### src/rtl/dt_collector.sv
// dt_collector: captures {addr,data} words from a producer that cannot be
// stalled, buffers them in a small show-ahead FIFO, and keeps a sticky
// overflow flag, a saturating accepted-word count and a running XOR checksum.
module dt_collector #(
    parameter int ADDR_WIDTH = 8,
    parameter int DATA_WIDTH = 8,
    parameter int DEPTH      = 4
) (
    input  logic                    clk_i,
    input  logic                    rst_i,
    input  logic                    dft_tm_i,
    input  logic                    en_i,
    input  logic                    in_valid_i,
    input  logic [ADDR_WIDTH-1:0]   in_addr_i,
    input  logic [DATA_WIDTH-1:0]   in_dt_i,
    output logic                    out_valid_o,
    input  logic                    out_ready_i,
    output logic [ADDR_WIDTH-1:0]   out_addr_o,
    output logic [DATA_WIDTH-1:0]   out_dt_o,
    output logic [$clog2(DEPTH):0]  level_o,
    output logic                    full_o,
    output logic                    empty_o,
    output logic                    ovf_o,
    output logic [15:0]             acc_cnt_o,
    output logic [DATA_WIDTH-1:0]   chk_o
);

    localparam int PW = $clog2(DEPTH);
    localparam int LW = PW + 1;

    logic [ADDR_WIDTH-1:0] mem_addr [DEPTH];
    logic [DATA_WIDTH-1:0] mem_dt   [DEPTH];
    logic [PW-1:0]         wr_ptr;
    logic [PW-1:0]         rd_ptr;
    logic [LW-1:0]         level;

    logic push_req;
    logic pop;
    logic push_ok;
    logic drop;

    // Test mode has no functional effect; it is only routed to keep the port.
    logic unused_dft;
    assign unused_dft = dft_tm_i;

    assign level_o     = level;
    assign full_o      = (level == LW'(DEPTH));
    assign empty_o     = (level == '0);
    assign out_valid_o = !empty_o;
    assign out_addr_o  = mem_addr[rd_ptr];
    assign out_dt_o    = mem_dt[rd_ptr];

    assign push_req = en_i & in_valid_i;
    assign pop      = out_valid_o & out_ready_i;
    // A full FIFO can still take a word when the head leaves in the same cycle.
    assign push_ok  = push_req & (!full_o | pop);
    assign drop     = push_req & full_o & !pop;

    // Storage write; contents need no reset since the pointers define validity.
    always_ff @(posedge clk_i) begin
        if (!rst_i && push_ok) begin
            mem_addr[wr_ptr] <= in_addr_i;
            mem_dt[wr_ptr]   <= in_dt_i;
        end
    end

    // Pointers, level, overflow flag, counter and checksum.
    always_ff @(posedge clk_i) begin
        if (rst_i) begin
            wr_ptr    <= '0;
            rd_ptr    <= '0;
            level     <= '0;
            ovf_o     <= 1'b0;
            acc_cnt_o <= '0;
            chk_o     <= '0;
        end else begin
            if (push_ok) begin
                wr_ptr <= wr_ptr + PW'(1);
                chk_o  <= chk_o ^ in_dt_i;
                if (acc_cnt_o != 16'hFFFF) begin
                    acc_cnt_o <= acc_cnt_o + 16'd1;
                end
            end
            if (pop) begin
                rd_ptr <= rd_ptr + PW'(1);
            end
            if (push_ok && !pop) begin
                level <= level + LW'(1);
            end else if (pop && !push_ok) begin
                level <= level - LW'(1);
            end
            if (drop) begin
                ovf_o <= 1'b1;
            end
        end
    end

endmodule

### config.mk
export PLATFORM = sky130hd
export DESIGN_NAME = dt_collector
export DESIGN_NICKNAME = d
export VERILOG_FILES = /design/src/rtl/dt_collector.sv
export SDC_FILE = /design/constraint.sdc
export NUM_CORES = 1
export LEC_CHECK = 0
export CAP_MARGIN = 25
export CORE_MARGIN = 5
export CORE_UTILIZATION = 47
export CTS_BUF_LIST = sky130_fd_sc_hd__clkbuf_16
export CTS_CLUSTER_DIAMETER = 120
export DETAILED_ROUTE_END_ITERATION = 8
export PLACE_DENSITY = 0.78
export SYNTH_ARGS = -nofsm -noshare
export SYNTH_HDL_FRONTEND = slang
export SYNTH_SLANG_ARGS = --single-unit
### constraint.sdc
create_clock -name clk_i -period 2.55 [get_ports clk_i]
set_clock_uncertainty 0.2 [all_clocks]
set_input_delay 0.51 -clock clk_i [delete_from_list [all_inputs] [get_ports clk_i]]
set_output_delay 0.51 -clock clk_i [all_outputs]
set_load 0.02 [all_outputs]
==> metrics, run 1 <==
initial antenna violation count=0; fin crit period=2470 ps; Lkg Pwr=0.00185 uW; grt ovf=0; Layout area overhead=31.8%; number of global-route vias before repair=2641; FP Rows=33; worst r2r dst=level_o[2]; Syn Nets=roughly 300; Final Cycle Share=96.9%; Post-DP HPWL=5620 um; final worst slack=~80 ps; nets@finish=between 300 and 400; status=finished clean; clock-pin slew on the worst setup and hold paths=about 70 ps; Post-synth ARST share=0%; total power=~4100 uW; number of diodes=0; R2R depth=8; H-tree depth=3; DRC=0; Die ar.=about 10000 um^2; CTS Buf Count=9; WS Path Type=reg2out; Req. time, crit path=about 1800 ps; Mean Syn Cell Area=roughly 15 um^2; DIE WIDTH=102 um; Worst path max stage delay=540 ps; Worst Path Arrival=around 1800 ps; commonest non-fill, non-tap cell in the layout=edfxtp_1; post-route ant nets=0; Worst Path Max Fanout=16; worst r2r src=level_o[1]; Worst slew margin=60.5%; max-slew violations=0; Hold-fix buffers, CTS=0; Reg2Reg Setup Slack=160 ps; Synth cell types=between 40 and 50; worst-skew pair later-pin latency=about 330 ps; Global Route Usage Sum=between 10% and 20%; Place WS=-327 ps; Root Buffer=clkbuf_16; layout cell share with drive strength beyond 1=17.1%; Syn Inst Count=270; Avg Vias per Cell=5.36; register area share after synthesis=65.5%; number of synthesized flops with an enable pin=64; total of warnings raised by yosys=0; fmax=405 MHz; hold path startpoint=chk_o[7]; Mapped Area=3970 um^2; #FFs+latches synth=between 90 and 100; drt pass-1 iters=4; Primary FF master, synth=edfxtp_1; Worst Hold End=chk_o[7]; Initial Util=48.4%; Avg WL per Cell=~18 um; PD cells=~800 nW/um^2; via count=between 2000 and 3000; RSZ-0062 raised after global routing=no; routability cong.=0.861; setup violators final=0; Post-CTS Setup Repair Bufs=0; Core Region=8220 um^2; routed wire length=roughly 8400 um; Starting DRT DRC Count=100; Worst Max-Slew Pin Slew=588 ps; wire length of the first global-routing pass=roughly 14000 um; Worst Hold Depth=2; Crit-path slowest cell=mux4_2; CP Capture Type=primary output; I/O Buffers=67; max cap viols=0; Peak VDD IR=0.329 mV; Hold Fails Final Rpt=0; largest net degree at the start of global routing=33; Startpoint Class=flip-flop; Die H=slightly above 100 um; Top-Level Pins=69; CTS tree=built; Cell Chain, Critical Path=buf_12 -> mux4_2 -> dlygate4sd2_1; # clock sinks=between 90 and 100; Max clock buf depth=2; setup TNS=0 ps; Worst Hold Class=reg2reg; highest-count cells in the layout ignoring fill and taps=edfxtp_1, clkdlybuf4s50_1, dfxtp_1
metal layers:
| layer | vias to the layer above | GRT usage (%) | share of wire (%) |
|---|---|---|---|
| met2 | 72 | 30.7 | 52 |
| met1 | 1226 | 20.4 | 43 |
| met4 | 0 | 5.15 | 0.43 |
| li1 | 1207 | - | - |
| met5 | - | 0 | 0 |
| met3 | 4 | 3.96 | 5.2 |
stage by stage:
step | instances | utilization [%] | instance area, um^2 | hold WS [ps]
floorplan | 270 | - | 3970 | 285
global placement | 452 | 60.0 | 4930 | 248
detailed placement | 452 | 60.0 | 4930 | 304
CTS | 468 | 63.7 | 5230 | 321
global route | 468 | 63.7 | 5240 | 351
finish | 468 | 63.7 | 5240 | 311
worst max path at each step:
| stage | start | end | slack, ps | cells past startpoint |
|---|---|---|---|---|
| after floorplan | level_o[1] | level_o[2] | 40 | 8 |
| after global placement | out_ready_i | level_o[2] | -250 | 10 |
| after detailed placement | out_ready_i | level_o[2] | -330 | 10 |
| after CTS | out_ready_i | level_o[2] | 20 | 10 |
| after global routing | en_i | level_o[2] | 6 | 10 |
| final | flip-flop | out_dt_o[7] | 80 | 3 |
critical path: cells and delay by family (launching register included):
family                 cells  cell delay, ps
multiplexers               1             540
buffers and inverters      2             530
flip-flops                 1             360
kinds of logic (layout without fill, tap and decap cells):
logic type	after synthesis	in the layout	synth area share [%]
DFF	98	98	65.5
and+or+nand+nor	84	84	12.3
AOI/OAI and AO/OA	30	30	4.63
muxes	20	20	10.1
buffers and inverters	18	111	2.20
xor gates and xnor gates	13	13	2.87
adders and majority gates	7	7	2.39
state kept, by name, indices dropped and copies added (netlist names), named ones only:
signal,flops
rd_ptr,2
ovf_o,1
chk_o,8
wr_ptr,2
mem_dt,32
mem_addr,32
level_o,3
acc_cnt_o,16
power breakdown:
part,switching [uW],internal [uW],total [uW]
logic,427,411,837
clock network,567,867,1430
registers,43.9,1760,1800
final cells by class:
| type | instances | area, um^2 |
|---|---|---|
| Clock buffer | 9 | 225 |
| Fill cell | 588 | 2980 |
| Sequential cell | 98 | 2600 |
| Inverter | 9 | 33.8 |
| Multi-Input combinational cell | 154 | 1280 |
| Clock inverter | 7 | 100 |
| Tap cell | 105 | 131 |
| Timing Repair Buffer | 86 | 861 |
synth_stat cells, drive strengths merged, types with 5 or more instances:
library cell	instances	area share (%)
a21oi	13	1.6
and3	7	1.1
clkbuf	5	0.72
dfxtp	34	17
edfxtp	64	48
ha	6	1.9
inv	8	0.76
mux4	16	9.1
nand2	13	1.3
nand3	12	1.5
nand4	5	0.94
nor2	21	2.0
o21ai	7	0.88
or3	6	0.94
xor2	12	2.6
repair_timing:
item / 4_1_cts / 5_1_grt
pin swaps: 0 / 0
setup endpoints to repair: 16 / 3
gates resized for setup: 16 / 2
(Power assumes the default switching activity.)
==> inputs of run 2 (changes only) <==
==> config.mk (replaced) <==
export PLATFORM = sky130hd
export DESIGN_NAME = dt_collector
export DESIGN_NICKNAME = d
export VERILOG_FILES = /design/src/rtl/dt_collector.sv
export SDC_FILE = /design/constraint.sdc
export NUM_CORES = 1
export LEC_CHECK = 0
export ABC_AREA = 1
export CAP_MARGIN = 25
export CORE_MARGIN = 2
export CORE_UTILIZATION = 48
export CTS_BUF_LIST = sky130_fd_sc_hd__clkbuf_16
export CTS_CLUSTER_DIAMETER = 120
export DETAILED_ROUTE_END_ITERATION = 8
export PLACE_DENSITY = 0.79
export SYNTH_ARGS = -nofsm -noshare
export SYNTH_HDL_FRONTEND = slang
export SYNTH_SLANG_ARGS = --single-unit
==> metrics, run 2 <==
status=finished clean; CTS Buf Count=9; Synth cell types=30; Worst Path Arrival=1630 ps; Pint=3120 uW; Worst Path Max Fanout=5; Core Region=8640 um^2; initial antenna violation count=0; CTS tree=built; Worst Hold End=chk_o[7]; largest net degree at the start of global routing=33; number of global-route vias before repair=3096; Final Cycle Share=91.8%; Avg WL per Cell=between 10 and 15 um; Buffers & Inverters on Critical Path=1; clock share of power=between 30% and 40%; top-count cell post-synth=nor2_1; Global Route Usage Sum=a little under a fifth; drt pass-1 iters=4; fin util=63.5%; fmax=427 MHz; setup violators final=0; main area contributors after synthesis=edfxtp_1, dfxtp_1, nor2_1; Worst slew margin=80.3%; Switching Power=between 1000 and 1500 uW; Register Area=approximately 2600 um^2; Req. time, crit path=~1800 ps; Starting DRT DRC Count=~110; post-route ant nets=0; layout cell share with drive strength beyond 1=12.0%; nets@finish=540; largest area contributor in the netlist=edfxtp_1; Post-DP HPWL=5740 um; most instantiated cells after synthesis=nor2_1, edfxtp_1, nand2_1; number of synthesized flops with an enable pin=64; grt ovf=0; RSZ-0062 raised after global routing=no; #FFs+latches synth=98; hold path startpoint=chk_o[7]; PD cells=between 800 and 900 nW/um^2; worst-skew pair later-pin latency=330 ps; Top Registers=mem_addr: 32 flops, mem_dt: 32 flops, acc_cnt_o: 16 flops; FP Rows=34; via count=3233; register area share after synthesis=about three fifths; Crit-path slowest cell=clkdlybuf4s50_1; # clock sinks=98; wire length of the first global-routing pass=roughly 14000 um; Top-Level Pins=69; Post-CTS Setup Repair Bufs=0; DRC=0; Worst path max stage delay=around 660 ps; Syn Nets=461; setup TNS=0 ps; CP Capture Type=primary output; post-synth top area share=45.3%; Layout area overhead=29.2%; WS Path Type=reg2out; I/O Buffers=67; Top delay family on crit path=buffers and inverters; routability cong.=0.838; Reg2Reg Setup Slack=between 400 and 500 ps; Startpoint Class=flip-flop; Worst Max-Slew Pin Slew=295 ps; R2R depth=12; total of warnings raised by yosys=0; Initial Util=just under 50%; max cap viols=0; Syn Inst Count=approximately 430; H-tree depth=3; Primary FF master, synth=edfxtp_1; clock-pin slew on the worst setup and hold paths=60 ps; Lkg Pwr=0.00217 uW; max-slew violations=0; Root Buffer=clkbuf_16; Max clock buf depth=2; Worst Hold Class=reg2reg; worst r2r dst=level_o[2]; fill count=705; Setup crit start=level_o[0]; Mapped Area=between 4000 and 5000 um^2; fin crit period=about 2300 ps; Cell Chain, Critical Path=nor3_1 -> clkdlybuf4s50_1; Multi-input gate area=around 1400 um^2; commonest non-fill, non-tap cell in the layout=nor2_1; Hold-fix buffers, CTS=0; highest-count cells in the layout ignoring fill and taps=nor2_1, edfxtp_1, nand2_1, clkdlybuf4s50_1, o21ai_0; routed wire length=between 8000 and 9000 um; number of diodes=0; Worst Hold Depth=2; Sequential Power Share=41.4%; Hold Fails Final Rpt=0; Die H=98.0 um; Mean Syn Cell Area=roughly 9.8 um^2; power share of the combinational group=27.1%; DIE WIDTH=98.0 um; Die ar.=about 9600 um^2; worst r2r src=level_o[0]; switching share of total power=29.4%; Post-synth ARST share=0%; Avg Vias per Cell=5.18; Peak VDD IR=0.397 mV
-- run 2: layer usage --
| metal | up-vias | GRT usage, % | part of all wire [%] | wire (um) |
|---|---|---|---|---|
| met1 | 1501 | 22.6 | 43 | 3800 |
| met2 | 105 | 30.7 | 50 | 4410 |
| li1 | 1610 | - | - | - |
| met5 | - | 0 | 0 | 0 |
| met3 | 17 | 3.36 | 5.0 | 439 |
| met4 | 0 | 9.40 | 1.9 | 172 |
-- run 2: metrics by stage --
stage                     total power [uW]  instances  hold WS, ps  instance area (um^2)  worst slack (ps)
final                                 4420        624          261                  5480               210
after global routing                  4610        624          297                  5480               107
after CTS                             4470        624          269                  5460              13.7
after detailed placement              3090        608          259                  5150             -62.6
after global placement                3060        608          245                  5150             -16.6
after floorplan                       2530        432          236                  4240               134
-- run 2: power groups by stage --
stage	logic, uW	registers (uW)	clock network, uW
final	1200	1830	1400
after global routing	1290	1840	1480
after detailed placement	1230	1860	0
after floorplan	624	1900	0
after global placement	1200	1860	0
after CTS	1220	1830	1420
-- run 2: cells by family (layout without fill, tap and decap cells) --
family | Yosys count | count (layout) | share of synthesized area (%)
buf+inv | 61 | 145 | 6.04
xor+xnor | 1 | 1 | 0.206
flops | 98 | 98 | 61.3
simple gates | 180 | 180 | 19.4
compound gates | 85 | 85 | 10.8
fa+ha+maj | 7 | 7 | 2.24
-- run 2: cell type report --
class | count | share of cell area (%)
Timing Repair Buffer | 83 | 16.0
Inverter | 46 | 3.15
Tap cell | 108 | 2.46
Clock buffer | 9 | 4.11
Clock inverter | 7 | 1.60
Multi-Input combinational cell | 273 | 25.3
Sequential cell | 98 | 47.5
-- run 2: how the worst max path moves through the flow --
stage	endpoint	slack [ps]	depth (start not counted)
6_report	full_o	210	2
4_1_cts	out_addr_o[2]	10	5
3_5_place_dp	level_o[2]	-60	12
2_1_floorplan	level_o[1]	130	10
5_1_grt	full_o	110	3
3_3_place_gp	level_o[2]	-20	12
-- run 2: worst min-delay path, stage by stage, from the launching register on --
cell	delay, ps
dfxtp_1	320
inv_1	50
a21oi_1	50
-- run 2: timing repair --
| action | 4_1_cts | 5_1_grt |
|---|---|---|
| hold endpoints to repair | 0 | 0 |
| gates resized for setup | 6 | 11 |
| endpoints found under the setup margin | 14 | 11 |
